## src/rtl/dram_bank_timing_ctrl_pkg.sv

```systemverilog
// Shared types and default DRAM timing for the single-operation bank timing controller.
package dram_bank_timing_ctrl_pkg;

  typedef enum logic [2:0] {
    CMD_NOP,
    CMD_ACT,
    CMD_RD,
    CMD_WR,
    CMD_PRE
  } dram_cmd_e;

  typedef enum logic [2:0] {
    IDLE,
    PRE,
    WAIT_RP,
    ACT,
    WAIT_RCD,
    ACCESS,
    WAIT_WR,
    RESP
  } ctrl_state_e;

  localparam int DEF_TRCD      = 10;
  localparam int DEF_TRAS      = 22;
  localparam int DEF_TRP       = 10;
  localparam int DEF_TWR       = 7;
  localparam int DEF_BURST_LEN = 1;

  function automatic int clog2_min1(input int n);
    return (n > 1) ? $clog2(n) : 1;
  endfunction

  function automatic int max3(input int a, input int b, input int c);
    int m;
    m = (a > b) ? a : b;
    return (m > c) ? m : c;
  endfunction

endpackage

```

## src/rtl/dram_bank_tracker.sv

```systemverilog
// Per-bank state: open flag, open row and a saturating cycles-since-ACT counter for tRAS.
module dram_bank_tracker #(
  parameter int ROW_ADDR_W  = 7,
  parameter int TRAS_CYCLES = 22
) (
  input  logic                  clk,
  input  logic                  rst_n,
  input  logic                  act,
  input  logic                  pre,
  input  logic [ROW_ADDR_W-1:0] act_row,
  output logic                  is_open,
  output logic [ROW_ADDR_W-1:0] row,
  output logic                  tras_met
);

  localparam int CNT_W = $clog2(TRAS_CYCLES + 1);

  logic [CNT_W-1:0] cnt;

  // Counter reads N in the cycle N after the ACT, so PRE is legal once it reaches TRAS.
  always_ff @(posedge clk or negedge rst_n) begin
    if (!rst_n) begin
      is_open <= 1'b0;
      row     <= '0;
      cnt     <= CNT_W'(TRAS_CYCLES);
    end else if (act) begin
      is_open <= 1'b1;
      row     <= act_row;
      cnt     <= CNT_W'(1);
    end else begin
      if (pre) is_open <= 1'b0;
      if (cnt < CNT_W'(TRAS_CYCLES)) cnt <= cnt + 1'b1;
    end
  end

  assign tras_met = (cnt >= CNT_W'(TRAS_CYCLES));

endmodule

```

## src/rtl/dram_bank_timing_ctrl.sv

```systemverilog
// Single-operation DRAM bank timing controller: sequences PRE/ACT/RD/WR under tRCD/tRAS/tRP/tWR.
module dram_bank_timing_ctrl
  import dram_bank_timing_ctrl_pkg::*;
#(
  parameter int NUM_BANKS   = 4,
  parameter int ROW_ADDR_W  = 7,
  parameter int TRCD_CYCLES = DEF_TRCD,
  parameter int TRAS_CYCLES = DEF_TRAS,
  parameter int TRP_CYCLES  = DEF_TRP,
  parameter int TWR_CYCLES  = DEF_TWR,
  parameter int BURST_LEN   = DEF_BURST_LEN,
  localparam int BANK_W     = clog2_min1(NUM_BANKS)
) (
  input  logic                  clk,
  input  logic                  rst_n,
  input  logic                  req_valid,
  output logic                  req_ready,
  input  logic                  req_write,
  input  logic [BANK_W-1:0]     req_bank,
  input  logic [ROW_ADDR_W-1:0] req_row,
  input  logic                  prech_all,
  output dram_cmd_e             dram_cmd,
  output logic [BANK_W-1:0]     dram_bank,
  output logic [ROW_ADDR_W-1:0] dram_row,
  output logic                  rsp_valid,
  output logic                  rsp_row_hit
);

  localparam int WCNT_W = clog2_min1(max3(TRCD_CYCLES, TRP_CYCLES, TWR_CYCLES));
  localparam int BCNT_W = clog2_min1(BURST_LEN);

  ctrl_state_e state, state_nxt;
  logic [WCNT_W-1:0] wcnt, wcnt_nxt;
  logic [BCNT_W-1:0] bcnt, bcnt_nxt;

  logic [BANK_W-1:0]     bank_q;
  logic [ROW_ADDR_W-1:0] row_q;
  logic                  write_q, pall_q, hit_q;

  logic [NUM_BANKS-1:0]                 bank_open, tras_met, act_en, pre_en;
  logic [NUM_BANKS-1:0][ROW_ADDR_W-1:0] bank_row;

  logic              acc_req, acc_pall, req_hit;
  logic [BANK_W-1:0] pa_bank, pre_bank;
  logic              pa_found, pa_more, pre_ok;

  genvar gb;
  generate
    for (gb = 0; gb < NUM_BANKS; gb++) begin : g_bank
      assign act_en[gb] = (state == ACT) && (bank_q == BANK_W'(gb));
      assign pre_en[gb] = (dram_cmd == CMD_PRE) && (dram_bank == BANK_W'(gb));
      dram_bank_tracker #(
        .ROW_ADDR_W  (ROW_ADDR_W),
        .TRAS_CYCLES (TRAS_CYCLES)
      ) u_trk (
        .clk      (clk),
        .rst_n    (rst_n),
        .act      (act_en[gb]),
        .pre      (pre_en[gb]),
        .act_row  (row_q),
        .is_open  (bank_open[gb]),
        .row      (bank_row[gb]),
        .tras_met (tras_met[gb])
      );
    end
  endgenerate

  assign req_ready = (state == IDLE) && rst_n;
  assign acc_pall  = req_ready && prech_all;
  assign acc_req   = req_ready && req_valid && !prech_all;
  assign req_hit   = bank_open[req_bank] && (bank_row[req_bank] == req_row);

  // Banks close as they are precharged, so the lowest open bank is always the next target.
  always_comb begin
    pa_bank  = '0;
    pa_found = 1'b0;
    pa_more  = 1'b0;
    for (int b = 0; b < NUM_BANKS; b++) begin
      if (bank_open[b]) begin
        if (!pa_found) begin
          pa_bank  = BANK_W'(b);
          pa_found = 1'b1;
        end else begin
          pa_more = 1'b1;
        end
      end
    end
  end

  assign pre_bank = pall_q ? pa_bank : bank_q;
  assign pre_ok   = tras_met[pre_bank];

  always_ff @(posedge clk or negedge rst_n) begin
    if (!rst_n) begin
      state <= IDLE;
      wcnt  <= '0;
      bcnt  <= '0;
    end else begin
      state <= state_nxt;
      wcnt  <= wcnt_nxt;
      bcnt  <= bcnt_nxt;
    end
  end

  always_comb begin
    state_nxt = state;
    wcnt_nxt  = wcnt;
    bcnt_nxt  = '0;
    case (state)
      IDLE: begin
        if (acc_pall)                  state_nxt = pa_found ? PRE : RESP;
        else if (acc_req) begin
          if (!bank_open[req_bank])    state_nxt = ACT;
          else if (req_hit)            state_nxt = ACCESS;
          else                         state_nxt = PRE;
        end
      end
      PRE: begin
        if (pre_ok) begin
          if (pall_q && pa_more)       state_nxt = PRE;
          else if (TRP_CYCLES > 1) begin
            state_nxt = WAIT_RP;
            wcnt_nxt  = WCNT_W'(TRP_CYCLES - 2);
          end else                     state_nxt = pall_q ? RESP : ACT;
        end
      end
      WAIT_RP: begin
        if (wcnt == '0)                state_nxt = pall_q ? RESP : ACT;
        else                           wcnt_nxt = wcnt - 1'b1;
      end
      ACT: begin
        if (TRCD_CYCLES > 1) begin
          state_nxt = WAIT_RCD;
          wcnt_nxt  = WCNT_W'(TRCD_CYCLES - 2);
        end else                       state_nxt = ACCESS;
      end
      WAIT_RCD: begin
        if (wcnt == '0)                state_nxt = ACCESS;
        else                           wcnt_nxt = wcnt - 1'b1;
      end
      ACCESS: begin
        if (bcnt == BCNT_W'(BURST_LEN - 1)) begin
          if (write_q && TWR_CYCLES > 1) begin
            state_nxt = WAIT_WR;
            wcnt_nxt  = WCNT_W'(TWR_CYCLES - 2);
          end else                     state_nxt = RESP;
        end else                       bcnt_nxt = bcnt + 1'b1;
      end
      WAIT_WR: begin
        if (wcnt == '0)                state_nxt = RESP;
        else                           wcnt_nxt = wcnt - 1'b1;
      end
      RESP:                            state_nxt = IDLE;
      default:                         state_nxt = IDLE;
    endcase
  end

  always_ff @(posedge clk or negedge rst_n) begin
    if (!rst_n) begin
      bank_q  <= '0;
      row_q   <= '0;
      write_q <= 1'b0;
      pall_q  <= 1'b0;
      hit_q   <= 1'b0;
    end else if (acc_pall || acc_req) begin
      bank_q  <= acc_pall ? '0 : req_bank;
      row_q   <= acc_pall ? '0 : req_row;
      write_q <= acc_req && req_write;
      pall_q  <= acc_pall;
      hit_q   <= acc_req && req_hit;
    end
  end

  always_comb begin
    dram_cmd    = CMD_NOP;
    dram_bank   = '0;
    dram_row    = '0;
    rsp_valid   = 1'b0;
    rsp_row_hit = 1'b0;
    case (state)
      PRE: begin
        if (pre_ok) begin
          dram_cmd  = CMD_PRE;
          dram_bank = pre_bank;
        end
      end
      ACT: begin
        dram_cmd  = CMD_ACT;
        dram_bank = bank_q;
        dram_row  = row_q;
      end
      ACCESS: begin
        dram_cmd  = write_q ? CMD_WR : CMD_RD;
        dram_bank = bank_q;
        dram_row  = row_q;
      end
      RESP: begin
        rsp_valid   = 1'b1;
        rsp_row_hit = hit_q;
      end
      default: ;
    endcase
  end

endmodule

```

## config.mk

```make
export PLATFORM = sky130hd
export DESIGN_NAME = dram_bank_timing_ctrl
export DESIGN_NICKNAME = d
export VERILOG_FILES = /design/src/rtl/dram_bank_timing_ctrl_pkg.sv /design/src/rtl/dram_bank_tracker.sv /design/src/rtl/dram_bank_timing_ctrl.sv
export SDC_FILE = /design/constraint.sdc
export NUM_CORES = 1
export LEC_CHECK = 0
export ABC_AREA = 1
export BUFFER_PORTS_ARGS = -buffer_cell sky130_fd_sc_hd__buf_4
export CAP_MARGIN = 20
export CORE_MARGIN = 2
export CORE_UTILIZATION = 50
export DETAILED_ROUTE_END_ITERATION = 10
export PLACE_DENSITY = 0.76
export SYNTH_ARGS = -nofsm -noshare
export SYNTH_HDL_FRONTEND = slang
export SYNTH_HIERARCHICAL = 1
export SYNTH_SLANG_ARGS = --single-unit
```

## constraint.sdc

```tcl
create_clock -name clk -period 2.5 [get_ports clk]
set_input_delay 0.75 -clock clk [delete_from_list [all_inputs] [get_ports clk]]
set_output_delay 0.75 -clock clk [all_outputs]
set_load 0.01 [all_outputs]
```

After elaboration in Yosys (flattened, before gate mapping). Index checks and enable logic that the tools add are counted. W data, S select, Z words.

Eq/ne operators: 24. Reductions and logical operators: 35. Mux-type cells: 71. $lt $le $gt $ge: 10. Add/subtract/negate cells: 6.

Operators by type and width (number): $mux W5 (8); $mux W3 (12); $mux W1 (28); $pmux W3 S8 (1); $mux W7 (3); $add A5 B1 Y5 const B (4); $ge A5 B5 Y1 const B (4); $lt A5 B5 Y1 const B (4); $mux W4 (5); $logic_and A1 B1 Y1 (16); $mux W2 (8); $ne A2 B2 Y1 const B (8); $pmux W4 S4 (1); $reduce_bool A2 Y1 (8); $eq A3 B3 Y1 const B (5); $bmux W7 S2 (1); $reduce_and A6 Y1 (2); $pmux W3 S3 (1); $eq A2 B2 Y1 const B (4); $eq A7 B7 Y1 (1); $eq A3 B2 Y1 const B (2); $lt A2 B3 Y1 const B (2); $bmux W1 S2 (2); $eq A2 B1 Y1 const B (2); 13 further kinds (14).

Output and inout port bits: 15. Input bits: 14. Flip-flop bits (word level): 72. Word-level logic and storage cells: 166.

Logic depth before layout (Yosys ltp). Gate-level depths: netlist of the first run.

Depth in word-level cells: 16. Mapped depth: 14. Mapped depth without buffers: 14.

Hierarchy. The synthesis of the first run kept the hierarchy.

Modules (own cells, without submodules): dram_bank_tracker (cells each 71, area each 605.6 µm², times used 4, sequential area each 329.1 µm²); dram_bank_timing_ctrl (cells each 281, area each 1681.6 µm², times used 1, sequential area each 475.5 µm²).

Worst setup path before layout of the first run. Ideal clock, no wire load.

Path type: reg2out. Start point: reg g_bank[2].u_trk.cnt[1]. End point: out dram_bank[0]. Buffers on the path: 0. Stages on the path, launching flop included: 10. Arrival: 1.420 ns. Required time: 1.750 ns. Slack: 0.330 ns. Cells stage by stage: dfstp_2 ha_1 nand3_1 o21ai_0 inv_1 nand3_1 nand3_1 nand2_1 nand3_1 o21ai_1.

Longest elaborated chain between the ends: 5.

RTL lines: start, declared (RTL line dram_bank_tracker.sv:18) `logic [CNT_W-1:0] cnt;`; start signal, assigned (RTL line dram_bank_tracker.sv:25) `cnt <= CNT_W'(TRAS_CYCLES);`; start signal, assigned (RTL line dram_bank_tracker.sv:32) `if (cnt < CNT_W'(TRAS_CYCLES)) cnt <= cnt + 1'b1;`; $ge A5 B5 Y1 (RTL line dram_bank_tracker.sv:36) `assign tras_met = (cnt >= CNT_W'(TRAS_CYCLES));`; via tras_met[2] (RTL line dram_bank_timing_ctrl.sv:40) `logic [NUM_BANKS-1:0] bank_open, tras_met, act_en, pre_en;`; $bmux W1 S2 (RTL line dram_bank_timing_ctrl.sv:91) `assign pre_ok = tras_met[pre_bank];`; $mux W1 (not written as such) (RTL line dram_bank_timing_ctrl.sv:91); $mux W2 (RTL line dram_bank_timing_ctrl.sv:182) `if (pre_ok) begin`; $pmux W2 S2 (RTL line dram_bank_timing_ctrl.sv:180) `case (state)`; end, declared (RTL line dram_bank_timing_ctrl.sv:23) `output logic [BANK_W-1:0] dram_bank,`.

The timed path passes the listed nets, and every way through them passes these cells. The select of a mux whose other input is x is not followed.

Final worst setup path of the first run.
Start point: reg g_bank[0].u_trk.cnt[1]. End point: out dram_bank[1].

Longest elaborated chain between the ends: 5.

RTL lines (RTL line): start, declared (dram_bank_tracker.sv:18); start signal, assigned (dram_bank_tracker.sv:25); start signal, assigned (dram_bank_tracker.sv:32); $ge A5 B5 Y1 (dram_bank_tracker.sv:36); via tras_met[0] (dram_bank_timing_ctrl.sv:40); $bmux W1 S2 (dram_bank_timing_ctrl.sv:91); $mux W1 (not written as such) (dram_bank_timing_ctrl.sv:91); $mux W2 (dram_bank_timing_ctrl.sv:182); $pmux W2 S2 (dram_bank_timing_ctrl.sv:180).

The timed path passes the listed nets, and every way through them passes these cells. The select of a mux whose other input is x is not followed.

==> results.json, run 1 <==
{
  "run_status": "complete, but fails checks",
  "violations": "negative setup slack",
  "critical_path_class": "flop to output pin",
  "post_synth.cell_area_avg_um2": 7.26,
  "grt_util_all_layers_pct": 24.9,
  "power.share.switching_pct": 42.2,
  "vdd_drop_max_mv": 0.700,
  "drt-vias-per-instance": 5.26,
  "cts-buffers-inserted": 9,
  "rsz0062_at_grt": "yes",
  "cts.htree.levels": 3,
  "synth-seq-cells": 71,
  "finalWirelength_mm": 10.5,
  "cts_tree": "done",
  "cp_data_arrival_time_ns": 2.04,
  "timing.critical_path.required_ns": 1.75,
  "drv_cap": 0,
  "power_switching_mw": 2.63,
  "pin_count_of_the_biggest_net_entering_global_routing": 72,
  "route.detailed.wl_per_inst_um": 14.4,
  "grt_antenna_before_repair": 0,
  "layout-drive-gt1-share_pct": 23.8,
  "leakagePower_nw": 2.65,
  "min-delay-path-class": "flop to flop",
  "port_buffers": 28,
  "seqPwrFrac_pct": 36.5,
  "clock_skew_ns": 0.0133,
  "area_growth_pct": 19.7,
  "design_area_mm2": 0.00491,
  "floorplan.initialDensity_pct": 50.7,
  "design.final.nets": 643,
  "first_global_vias": 3622,
  "crit_path_end_kind": "output pin",
  "globalRouteMet3Util_pct": 4.39,
  "fin_total_pwr_mw": 6.23,
  "power_density_over_cell_area_mw_per_mm2": 1270,
  "clk_pin_slew_ns": 0.08,
  "grt_remaining_overflow": 0,
  "syn_area_mm2": 0.00410,
  "cts.path.max_buffers": 2,
  "finalCoreUtilization_pct": 60.7,
  "final_max_slew_viol_count": 0,
  "cts.sink_count": 71,
  "antenna_cells": 0,
  "met1_usage_grt_pct": 32.8,
  "coreArea_mm2": 0.00809,
  "io_pins": 29,
  "post_synth_inst_count": 565,
  "setup_ws_ns": -0.292,
  "drc": 0,
  "critPathLaunchType": "flop",
  "layout_worst_path_cycle_share_pct": 112,
  "dieHeight_um": 94.6,
  "via_count": 3839,
  "grt_first_pass_wirelength_mm": 17.0,
  "fp.dieArea_mm2": 0.00895,
  "totalNegativeSetupSlack_ns": -1.34,
  "hold_viol": 0,
  "total_number_of_placement_rows": 33,
  "share_of_power_burned_in_the_clock_network_pct": 18.2,
  "drt_first_iter_violations": 289,
  "fraction_of_met2_tracks_used_by_global_routing_pct": 39.8,
  "synthesis.nets": 588,
  "max_slew.worst_pin.slew_ns": 0.894,
  "max_transition_margin_pct": 40.4,
  "netlist-cell-type-count": 27,
  "pwr-share-comb_pct": 45.2,
  "master_cell_of_the_clock_root_buffer": "sky130_fd_sc_hd__clkbuf_8",
  "global_route.peak_usage_layer": "met2",
  "maximum_fanout_along_the_worst_path": 4,
  "holdBufCountCts": 0,
  "place_hpwl_mm": 6.94,
  "placed_area_mm2": 0.00436,
  "layout_min_cycle_time_ns": 2.79,
  "yosysSeqAreaShare_pct": 43.7,
  "intPower_mw": 3.60,
  "fmaxAchievable_mhz": 358,
  "finalWeightedCongestion": 0.867,
  "placement.setup.worst_slack_ns": 0.0823,
  "synth-warning-count": 6,
  "finalSetupViolCount": 10,
  "die_width_um": 94.6,
  "r2r_setup_slk_ns": -0.14,
  "clk_latency_ns": 0.36,
  "antenna_violation_net_count_after_detailed_routing": 0,
  "drt_pass1_iterations": 6
}
-- synthesized netlist by cell type --
| master | instances | share of area (%) |
|---|---|---|
| sky130_fd_sc_hd__nor2_4 | 2 | 0.55 |
| sky130_fd_sc_hd__o21ai_0 | 19 | 2.3 |
| sky130_fd_sc_hd__nor3_1 | 5 | 0.61 |
| sky130_fd_sc_hd__xor2_1 | 1 | 0.21 |
| sky130_fd_sc_hd__nand3_2 | 5 | 1.2 |
| sky130_fd_sc_hd__inv_2 | 6 | 0.55 |
| sky130_fd_sc_hd__nor2_1 | 46 | 4.2 |
| sky130_fd_sc_hd__ha_1 | 9 | 2.7 |
| sky130_fd_sc_hd__dfrtp_1 | 59 | 36 |
| sky130_fd_sc_hd__buf_6 | 11 | 3.0 |
| sky130_fd_sc_hd__o21ai_1 | 8 | 0.98 |
| sky130_fd_sc_hd__inv_4 | 1 | 0.15 |
| sky130_fd_sc_hd__buf_2 | 1 | 0.12 |
| sky130_fd_sc_hd__clkinv_2 | 1 | 0.12 |
| sky130_fd_sc_hd__nand2_1 | 193 | 18 |
| sky130_fd_sc_hd__dfstp_2 | 12 | 7.7 |
| sky130_fd_sc_hd__nor2_2 | 2 | 0.30 |
| sky130_fd_sc_hd__inv_1 | 75 | 6.9 |
| sky130_fd_sc_hd__a21oi_1 | 13 | 1.6 |
| sky130_fd_sc_hd__o22ai_2 | 1 | 0.30 |
| sky130_fd_sc_hd__buf_4 | 2 | 0.37 |
| sky130_fd_sc_hd__nand3b_1 | 1 | 0.18 |
| sky130_fd_sc_hd__o22ai_1 | 8 | 1.2 |
| sky130_fd_sc_hd__nand2_2 | 16 | 2.4 |
| sky130_fd_sc_hd__a32oi_1 | 1 | 0.21 |
| sky130_fd_sc_hd__nand3_1 | 59 | 7.2 |
| sky130_fd_sc_hd__nand4_1 | 8 | 1.2 |
-- registers in the layout (all words and copies together), names as in the netlist --
signal,count
g_bank.u_trk/is_open,4
bank_q,2
state,3
pall_q,1
row_q,7
hit_q,1
g_bank.u_trk/cnt,20
wcnt,4
g_bank.u_trk/row,28
write_q,1
-- stage by stage --
| step | cells | hold slack, ns |
|---|---|---|
| 2_1_floorplan | 565 | 0.442 |
| 3_5_place_dp | 692 | 0.459 |
| 5_1_grt | 730 | 0.503 |
| 6_report | 730 | 0.475 |
| 4_1_cts | 725 | 0.477 |
| 3_3_place_gp | 692 | 0.453 |
-- worst max-delay path: stages (launching register included) --
cell and delay, ns:
sky130_fd_sc_hd__dfstp_2 0.59, sky130_fd_sc_hd__ha_4 0.14, sky130_fd_sc_hd__nand3_2 0.07, sky130_fd_sc_hd__o21ai_2 0.16, sky130_fd_sc_hd__nand3b_1 0.16, sky130_fd_sc_hd__nand3_2 0.11
sky130_fd_sc_hd__nand2_2 0.11, sky130_fd_sc_hd__nand2_2 0.07, sky130_fd_sc_hd__o22ai_2 0.13, sky130_fd_sc_hd__buf_4 0.15
-- final cells by class --
class	count	area (um2)
fillers	731	3180
repair buffers	58	439
well taps	105	131
inverters	83	315
multi-input cells	397	1990
clock buffers	9	124
flip-flops and latches	71	1790
clock inverters	7	120
-- per-layer routing --
layer  up-vias  share of wire, %  wire, um
met1      1815                44      4620
li1       1873                 -         -
met3        37               4.2       442
met5         -                 0         0
met4         0               4.1       431
met2       114                48      5010
-- cell usage in the layout (no fill, tap or decap), types with 11 or more instances in the layout --
cell type,n
sky130_fd_sc_hd__a21oi_1,13
sky130_fd_sc_hd__buf_4,57
sky130_fd_sc_hd__dfrtp_1,57
sky130_fd_sc_hd__dfstp_2,12
sky130_fd_sc_hd__inv_1,70
sky130_fd_sc_hd__inv_2,11
sky130_fd_sc_hd__nand2_1,189
sky130_fd_sc_hd__nand2_2,17
sky130_fd_sc_hd__nand3_1,52
sky130_fd_sc_hd__nand3_2,11
sky130_fd_sc_hd__nor2_1,43
sky130_fd_sc_hd__o21ai_0,13
-- power groups by stage --
stage | sequential (mW) | combinational [mW] | clock [mW]
after floorplan | 2.12 | 1.70 | 0
after global placement | 2.23 | 2.08 | 0
after detailed placement | 2.26 | 2.19 | 0
after CTS | 2.25 | 2.52 | 1.15
after global routing | 2.35 | 3.18 | 1.21
final | 2.28 | 2.82 | 1.13
-- worst paths after layout --
kind / startpoint / end / cells past startpoint
min in group asynchronous: rst_n / g_bank[0].u_trk/row[0]$_DFFE_PN0P_ / 2
setup / recovery: g_bank[0].u_trk/cnt[1]$_DFFE_PN1P_ / dram_bank[1] / 9
setup reg to reg: g_bank[3].u_trk/cnt[1]$_DFFE_PN1P_ / state[2]$_DFFE_PN0P_ / 18
max in group asynchronous: rst_n / state[0]$_DFFE_PN0P_ / 2
hold reg to reg: g_bank[0].u_trk/row[5]$_DFFE_PN0P_ / g_bank[0].u_trk/row[5]$_DFFE_PN0P_ / 2
hold / removal: g_bank[0].u_trk/row[5]$_DFFE_PN0P_ / g_bank[0].u_trk/row[5]$_DFFE_PN0P_ / 2
-- cell families after synthesis --
group / synth area share [%]
AND/OR/NAND/NOR: 35.6
buffers and inverters: 11.2
flip-flops: 43.7
AO/OA/AOI/OAI: 6.62
adder cells (fa/ha/maj): 2.74
XOR/XNOR: 0.213
-- what timing repair did --
item	4_1_cts	5_1_grt
pin swaps	2	4
gates resized for setup	20	24
setup endpoints to repair	3	22
buffers inserted	17	8
Power figures use the tool's default switching activity.
==> inputs of run 2 (changes only) <==
CORE_ASPECT_RATIO = 0.5   (was unset)
==> run 2 against run 1 <==
Compared with the run above:
- the flow still finishes with violations (negative setup slack)
- register-to-register slack worse by 0.11 ns
- global-route usage is 0.32 points higher
- maximum frequency is 0.82% lower
- via count is 6.5% higher
- sequential share of layout area is 2.0 points lower
- critical endpoint unchanged
- largest power group unchanged
==> results.json, run 2 (synthesized netlist as in run 1, its figures left out) <==
{
  "run_status": "complete, but fails checks",
  "violations": "negative setup slack",
  "cts.path.max_buffers": 2,
  "cp_top_family": "flip-flops",
  "area_growth_pct": 26.6,
  "drt_first_iter_violations": 458,
  "placement.setup.worst_slack_ns": 0.0911,
  "port_buffers": 28,
  "critical_path_class": "flop to output pin",
  "finalSetupViolCount": 14,
  "vdd_drop_max_mv": 0.518,
  "power_density_over_cell_area_mw_per_mm2": 1290,
  "layout_worst_path_cycle_share_pct": 113,
  "cts.htree.levels": 3,
  "max_slew.worst_pin.slew_ns": 0.923,
  "pin_count_of_the_biggest_net_entering_global_routing": 72,
  "crit_path_end_kind": "output pin",
  "placed_area_mm2": 0.00437,
  "first_global_vias": 3512,
  "hold_viol": 0,
  "design.final.nets": 661,
  "clk_latency_ns": 0.35,
  "antenna_cells": 0,
  "timing.critical_path.mode_cell": "sky130_fd_sc_hd__nand2_2",
  "path_cells": "ha_1 > nand3_1 > o21ai_1 > inv_1 > nand2_1 > nand3_2 > nand2_2 > nand2_2 > o22ai_4 > buf_6",
  "cts_tree": "done",
  "via_count": 4087,
  "floorplan.initialDensity_pct": 51.5,
  "critPathLaunchType": "flop",
  "antenna_violation_net_count_after_detailed_routing": 0,
  "drc": 0,
  "clk_pin_slew_ns": 0.06,
  "leakagePower_nw": 2.76,
  "final_cell_count_no_fill": 755,
  "fp.dieArea_mm2": 0.00899,
  "maximum_fanout_along_the_worst_path": 3,
  "clock_skew_ns": 0.00753,
  "max_transition_margin_pct": 38.5,
  "drt-vias-per-instance": 5.41,
  "biggest_regs": "g_bank.u_trk/row x28, g_bank.u_trk/cnt x20, row_q x7",
  "final_common_cell": "sky130_fd_sc_hd__nand2_1",
  "finalWirelength_mm": 12.0,
  "slowest_delay_ns": 0.55,
  "drt_pass1_iterations": 5,
  "number_of_flip_flops_in_the_largest_register": 28,
  "cts.sink_count": 71,
  "finalCoreUtilization_pct": 65.2,
  "min-delay-path-class": "flop to flop",
  "final_cell_mix": "sky130_fd_sc_hd__nand2_1 (188), sky130_fd_sc_hd__inv_1 (66), sky130_fd_sc_hd__buf_4 (64)",
  "timing.critical_path.required_ns": 1.75,
  "fill_cells": 622,
  "die_width_um": 132,
  "holdBufCountCts": 0,
  "cp_data_arrival_time_ns": 2.06,
  "grt_remaining_overflow": 0,
  "design_area_mm2": 0.00520,
  "master_cell_of_the_clock_root_buffer": "sky130_fd_sc_hd__clkbuf_16",
  "dieHeight_um": 68.1,
  "drv_cap": 0,
  "total_number_of_placement_rows": 23,
  "layout_min_cycle_time_ns": 2.81,
  "rsz0062_at_grt": "yes",
  "io_pins": 29,
  "place_inst": 699,
  "largest_register": "g_bank.u_trk/row",
  "cts-buffers-inserted": 9,
  "worst_path_buffer_plus_inverter_count": 2,
  "setup_ws_ns": -0.315,
  "place_hpwl_mm": 6.71,
  "coreArea_mm2": 0.00797,
  "fmaxAchievable_mhz": 355,
  "layout-drive-gt1-share_pct": 27.7,
  "final_max_slew_viol_count": 0,
  "grt_util_all_layers_pct": 25.2,
  "worst_path_max_delay_cell": "sky130_fd_sc_hd__dfstp_2",
  "finalWeightedCongestion": 0.875,
  "grt_antenna_before_repair": 0,
  "route.detailed.wl_per_inst_um": 15.8,
  "grt_first_pass_wirelength_mm": 17.2
}
run 2: cell types whose count changed in the layout (fill, tap and decap cells not counted), sizes merged:
cell and delta:
buf +18, bufinv -3, clkbuf +1, clkinv -1, clkinvlp +2, inv +1
run 2: worst register-to-register path, cell delays in order, from the launching register on:
cell and delay (ns):
sky130_fd_sc_hd__dfstp_2 0.55, sky130_fd_sc_hd__ha_1 0.14, sky130_fd_sc_hd__nand3_1 0.08, sky130_fd_sc_hd__o21ai_1 0.18
sky130_fd_sc_hd__inv_1 0.08, sky130_fd_sc_hd__nand2_1 0.09, sky130_fd_sc_hd__nand3_2 0.11, sky130_fd_sc_hd__nand2_2 0.12
sky130_fd_sc_hd__nand2_2 0.09, sky130_fd_sc_hd__o22ai_4 0.16, sky130_fd_sc_hd__buf_6 0.13, sky130_fd_sc_hd__buf_6 0.09
sky130_fd_sc_hd__buf_6 0.08, sky130_fd_sc_hd__buf_6 0.08, sky130_fd_sc_hd__buf_6 0.08, sky130_fd_sc_hd__buf_6 0.08
sky130_fd_sc_hd__buf_6 0.08, sky130_fd_sc_hd__buf_6 0.08, sky130_fd_sc_hd__buf_6 0.12, sky130_fd_sc_hd__inv_4 0.05
sky130_fd_sc_hd__nor2_4 0.10, sky130_fd_sc_hd__o21ai_2 0.05
run 2: final timing paths:
path / to / cells past startpoint / start / slack, ns
setup / recovery: dram_bank[1] / 10 / g_bank[1].u_trk/cnt[1]$_DFFE_PN1P_ / -0.31
max in group asynchronous: g_bank[0].u_trk/is_open$_DFFE_PN0P_ / 2 / rst_n / 1.16
setup reg to reg: g_bank[3].u_trk/is_open$_DFFE_PN0P_ / 21 / g_bank[1].u_trk/cnt[1]$_DFFE_PN1P_ / -0.25
hold reg to reg: g_bank[0].u_trk/row[1]$_DFFE_PN0P_ / 2 / g_bank[0].u_trk/row[1]$_DFFE_PN0P_ / 0.47
min in group asynchronous: g_bank[1].u_trk/row[1]$_DFFE_PN0P_ / 2 / rst_n / 0.68
hold / removal: g_bank[0].u_trk/row[1]$_DFFE_PN0P_ / 2 / g_bank[0].u_trk/row[1]$_DFFE_PN0P_ / 0.47
run 2: repair_timing:
action                     4_1_cts  5_1_grt
buffers inserted                19       28
pin swaps                        4       26
setup endpoints to repair       10       21
gates cloned                     0        0
resized for setup               10       70
hold endpoints to repair         0        0
run 2: report_power, final:
part | switching [mW] | internal (mW) | total [mW]
logic | 1.83 | 1.41 | 3.24
clock network | 0.524 | 0.676 | 1.20
registers | 0.518 | 1.76 | 2.27
run 2: per-stage QoR:
step	TNS (ns)	hold slack, ns	power [mW]
global placement	0	0.453	4.32
global route	-3.69	0.487	7.19
finish	-2.16	0.470	6.72
CTS	-0.890	0.473	5.89
detailed placement	0	0.459	4.40
floorplan	0	0.442	3.82
run 2: area by class of cell:
type,instances,area [um2],share of cell area [%]
clock buffers,10,229,4.41
multi-input cells,397,2050,39.5
clock inverters,6,45.0,0.867
flip-flops and latches,71,1800,34.5
inverters,83,318,6.11
repair buffers,76,616,11.8
well taps,112,140,2.70
run 2: per-layer routing:
layer,vias up,track usage (%),part of all wire (%)
li1,1929,-,-
met2,167,43.1,48
met1,1955,30.6,43
met4,0,10.6,2.8
met5,-,0,0
met3,36,7.56,6.6
==> inputs of run 3 (changes only) <==
PLACE_DENSITY = unset   (was 0.76)
PLACE_DENSITY_LB_ADDON = 0.1   (was unset)
SETUP_SLACK_MARGIN = 0.4   (was unset)
==> run 3 against run 2 <==
Compared with the run above:
- the flow still finishes with violations (negative setup slack)
- non-clock buffer count is 21 lower
- hold slack got worse by 0.00080 ns
- wire length down 9.2%
- critical endpoint unchanged
- sequential share of layout area up 0.27 points
- highest routed layer unchanged
- first-iteration DRC count shrank 25%
- combinational power is 4% lower
- critical path type unchanged
==> results.json, run 3 (synthesized netlist as in run 1, its figures left out) <==
{
  "run_status": "complete, but fails checks",
  "violations": "negative setup slack",
  "totalNegativeSetupSlack_ns": -2.00,
  "hold_viol": 0,
  "antenna_violation_net_count_after_detailed_routing": 0,
  "cts.htree.levels": 3,
  "fmaxAchievable_mhz": 363,
  "number_of_flip_flops_in_the_largest_register": 28,
  "pin_count_of_the_biggest_net_entering_global_routing": 72,
  "cp_data_arrival_time_ns": 2.01,
  "floorplan.initialDensity_pct": 51.5,
  "critPathLaunchType": "flop",
  "biggest_regs": "g_bank.u_trk/row x28, g_bank.u_trk/cnt x20, row_q x7",
  "finalSetupViolCount": 10,
  "power_density_over_cell_area_mw_per_mm2": 1300,
  "cts.path.max_buffers": 2,
  "master_cell_of_the_clock_root_buffer": "sky130_fd_sc_hd__clkbuf_16",
  "drc": 0,
  "via_count": 3764,
  "clk_latency_ns": 0.34,
  "critical_path_class": "flop to output pin",
  "cts.sink_count": 71,
  "setup_ws_ns": -0.255,
  "clock_skew_ns": 0.00394,
  "layout.area.seq_mm2": 0.00179,
  "area_growth_pct": 25.6,
  "finalWirelength_mm": 10.9,
  "dieHeight_um": 68.1,
  "final_cell_count_no_fill": 734,
  "layout-drive-gt1-share_pct": 25.4,
  "design.final.nets": 640,
  "rsz0062_at_grt": "yes",
  "multi_input_area_mm2": 0.00211,
  "layout_worst_path_cycle_share_pct": 110,
  "finalCoreUtilization_pct": 64.7,
  "leakagePower_nw": 2.70,
  "port_buffers": 28,
  "placed_area_mm2": 0.00441,
  "route.detailed.wl_per_inst_um": 14.8,
  "fin_total_pwr_mw": 6.72,
  "grt_util_all_layers_pct": 24.9,
  "hold_path_depth": 2,
  "drv_cap": 0,
  "place_hpwl_mm": 6.78,
  "final_cell_mix": "sky130_fd_sc_hd__nand2_1 (183), sky130_fd_sc_hd__inv_1 (71), sky130_fd_sc_hd__dfrtp_1 (57)",
  "crit_path_end_kind": "output pin",
  "fill_cells": 683,
  "holdBufCountCts": 0,
  "grt_remaining_overflow": 0,
  "max_transition_margin_pct": 37.8,
  "cts_tree": "done",
  "drt_first_iter_violations": 345,
  "largest_register": "g_bank.u_trk/row",
  "clk_pin_slew_ns": 0.06,
  "cts-buffers-inserted": 9,
  "grt_antenna_before_repair": 0,
  "layout_min_cycle_time_ns": 2.76,
  "die_width_um": 132,
  "maximum_fanout_along_the_worst_path": 3,
  "first_global_vias": 3360,
  "fp.dieArea_mm2": 0.00899,
  "finalWeightedCongestion": 0.870,
  "antenna_cells": 0,
  "coreArea_mm2": 0.00797,
  "final_max_slew_viol_count": 0,
  "final_common_cell": "sky130_fd_sc_hd__nand2_1",
  "ff2ff_path_depth": 18,
  "io_pins": 29,
  "design_area_mm2": 0.00515,
  "grt_first_pass_wirelength_mm": 16.9,
  "drt-vias-per-instance": 5.13,
  "min-delay-path-class": "flop to flop",
  "max_slew.worst_pin.slew_ns": 0.934,
  "drt_pass1_iterations": 6,
  "timing.critical_path.required_ns": 1.75,
  "vdd_drop_max_mv": 0.608,
  "total_number_of_placement_rows": 23,
  "place_inst": 698
}
run 3: changes by cell type in the layout (fill, tap and decap cells not counted), moves of 3 or more:
cell	before	now
sky130_fd_sc_hd__nand3_2	12	8
sky130_fd_sc_hd__inv_1	66	71
sky130_fd_sc_hd__nor2_4	7	13
sky130_fd_sc_hd__nand2_2	15	22
sky130_fd_sc_hd__nor2_1	40	33
sky130_fd_sc_hd__nand2_4	6	3
sky130_fd_sc_hd__clkbuf_8	0	3
sky130_fd_sc_hd__clkinvlp_4	3	0
sky130_fd_sc_hd__buf_6	12	15
sky130_fd_sc_hd__o21ai_2	7	4
sky130_fd_sc_hd__o21ai_0	9	13
sky130_fd_sc_hd__inv_2	14	8
sky130_fd_sc_hd__nand2_1	188	183
sky130_fd_sc_hd__buf_4	64	39
run 3: per-stage QoR:
stage	setup slack, ns	hold slack [ns]
2_1_floorplan	0.369	0.442
3_3_place_gp	0.0992	0.454
3_5_place_dp	0.0740	0.459
4_1_cts	-0.188	0.473
5_1_grt	-0.375	0.492
6_report	-0.255	0.470
run 3: final timing paths:
path | startpoint | to | slack, ns
worst max register to register | g_bank[1].u_trk/cnt[1]$_DFFE_PN1P_ | state[2]$_DFFE_PN0P_ | -0.25
min in group asynchronous | rst_n | g_bank[0].u_trk/cnt[3]$_DFFE_PN0P_ | 0.64
worst max-delay path | g_bank[1].u_trk/cnt[1]$_DFFE_PN1P_ | dram_bank[1] | -0.26
worst min-delay path | g_bank[0].u_trk/row[5]$_DFFE_PN0P_ | g_bank[0].u_trk/row[5]$_DFFE_PN0P_ | 0.47
max in group asynchronous | rst_n | state[2]$_DFFE_PN0P_ | 1.20
worst min register to register | g_bank[0].u_trk/row[5]$_DFFE_PN0P_ | g_bank[0].u_trk/row[5]$_DFFE_PN0P_ | 0.47
run 3: worst max-delay path: stages (launching register included):
cell and delay (ns):
sky130_fd_sc_hd__dfstp_2 0.58, sky130_fd_sc_hd__ha_4 0.14, sky130_fd_sc_hd__nand3_2 0.08, sky130_fd_sc_hd__o21ai_2 0.18, sky130_fd_sc_hd__inv_1 0.07, sky130_fd_sc_hd__nand2_1 0.08
sky130_fd_sc_hd__nand3_2 0.11, sky130_fd_sc_hd__nand2_4 0.10, sky130_fd_sc_hd__nand2_4 0.06, sky130_fd_sc_hd__o22ai_4 0.13, sky130_fd_sc_hd__buf_6 0.13
run 3: final cells by class:
| class | instances | share of cell area, % |
|---|---|---|
| repair buffers | 55 | 9.35 |
| inverters | 83 | 6.22 |
| clock buffers | 13 | 5.24 |
| clock inverters | 3 | 0.777 |
| flip-flops and latches | 71 | 34.8 |
| well taps | 112 | 2.72 |
| multi-input cells | 397 | 40.9 |
run 3: layer usage:
layer  vias to the layer above  part of all wire [%]  track usage, %
met3                        18                   7.3            6.96
met4                         0                   1.6            8.42
li1                       1880                     -               -
met2                       118                    44            38.7
met1                      1748                    48            34.0
met5                         -                     0               0
run 3: report_power, final:
part | switching, mW | internal (mW) | leakage [nW]
sequential | 0.510 | 1.75 | 0.882
combinational | 1.77 | 1.34 | 1.66
clock | 0.495 | 0.851 | 0.156
run 3: timing repair:
item	in CTS	in global routing
endpoints found under the setup margin	15	22
buffers inserted	15	5
cloned	0	0
pin swaps	8	9
gates resized for setup	47	32
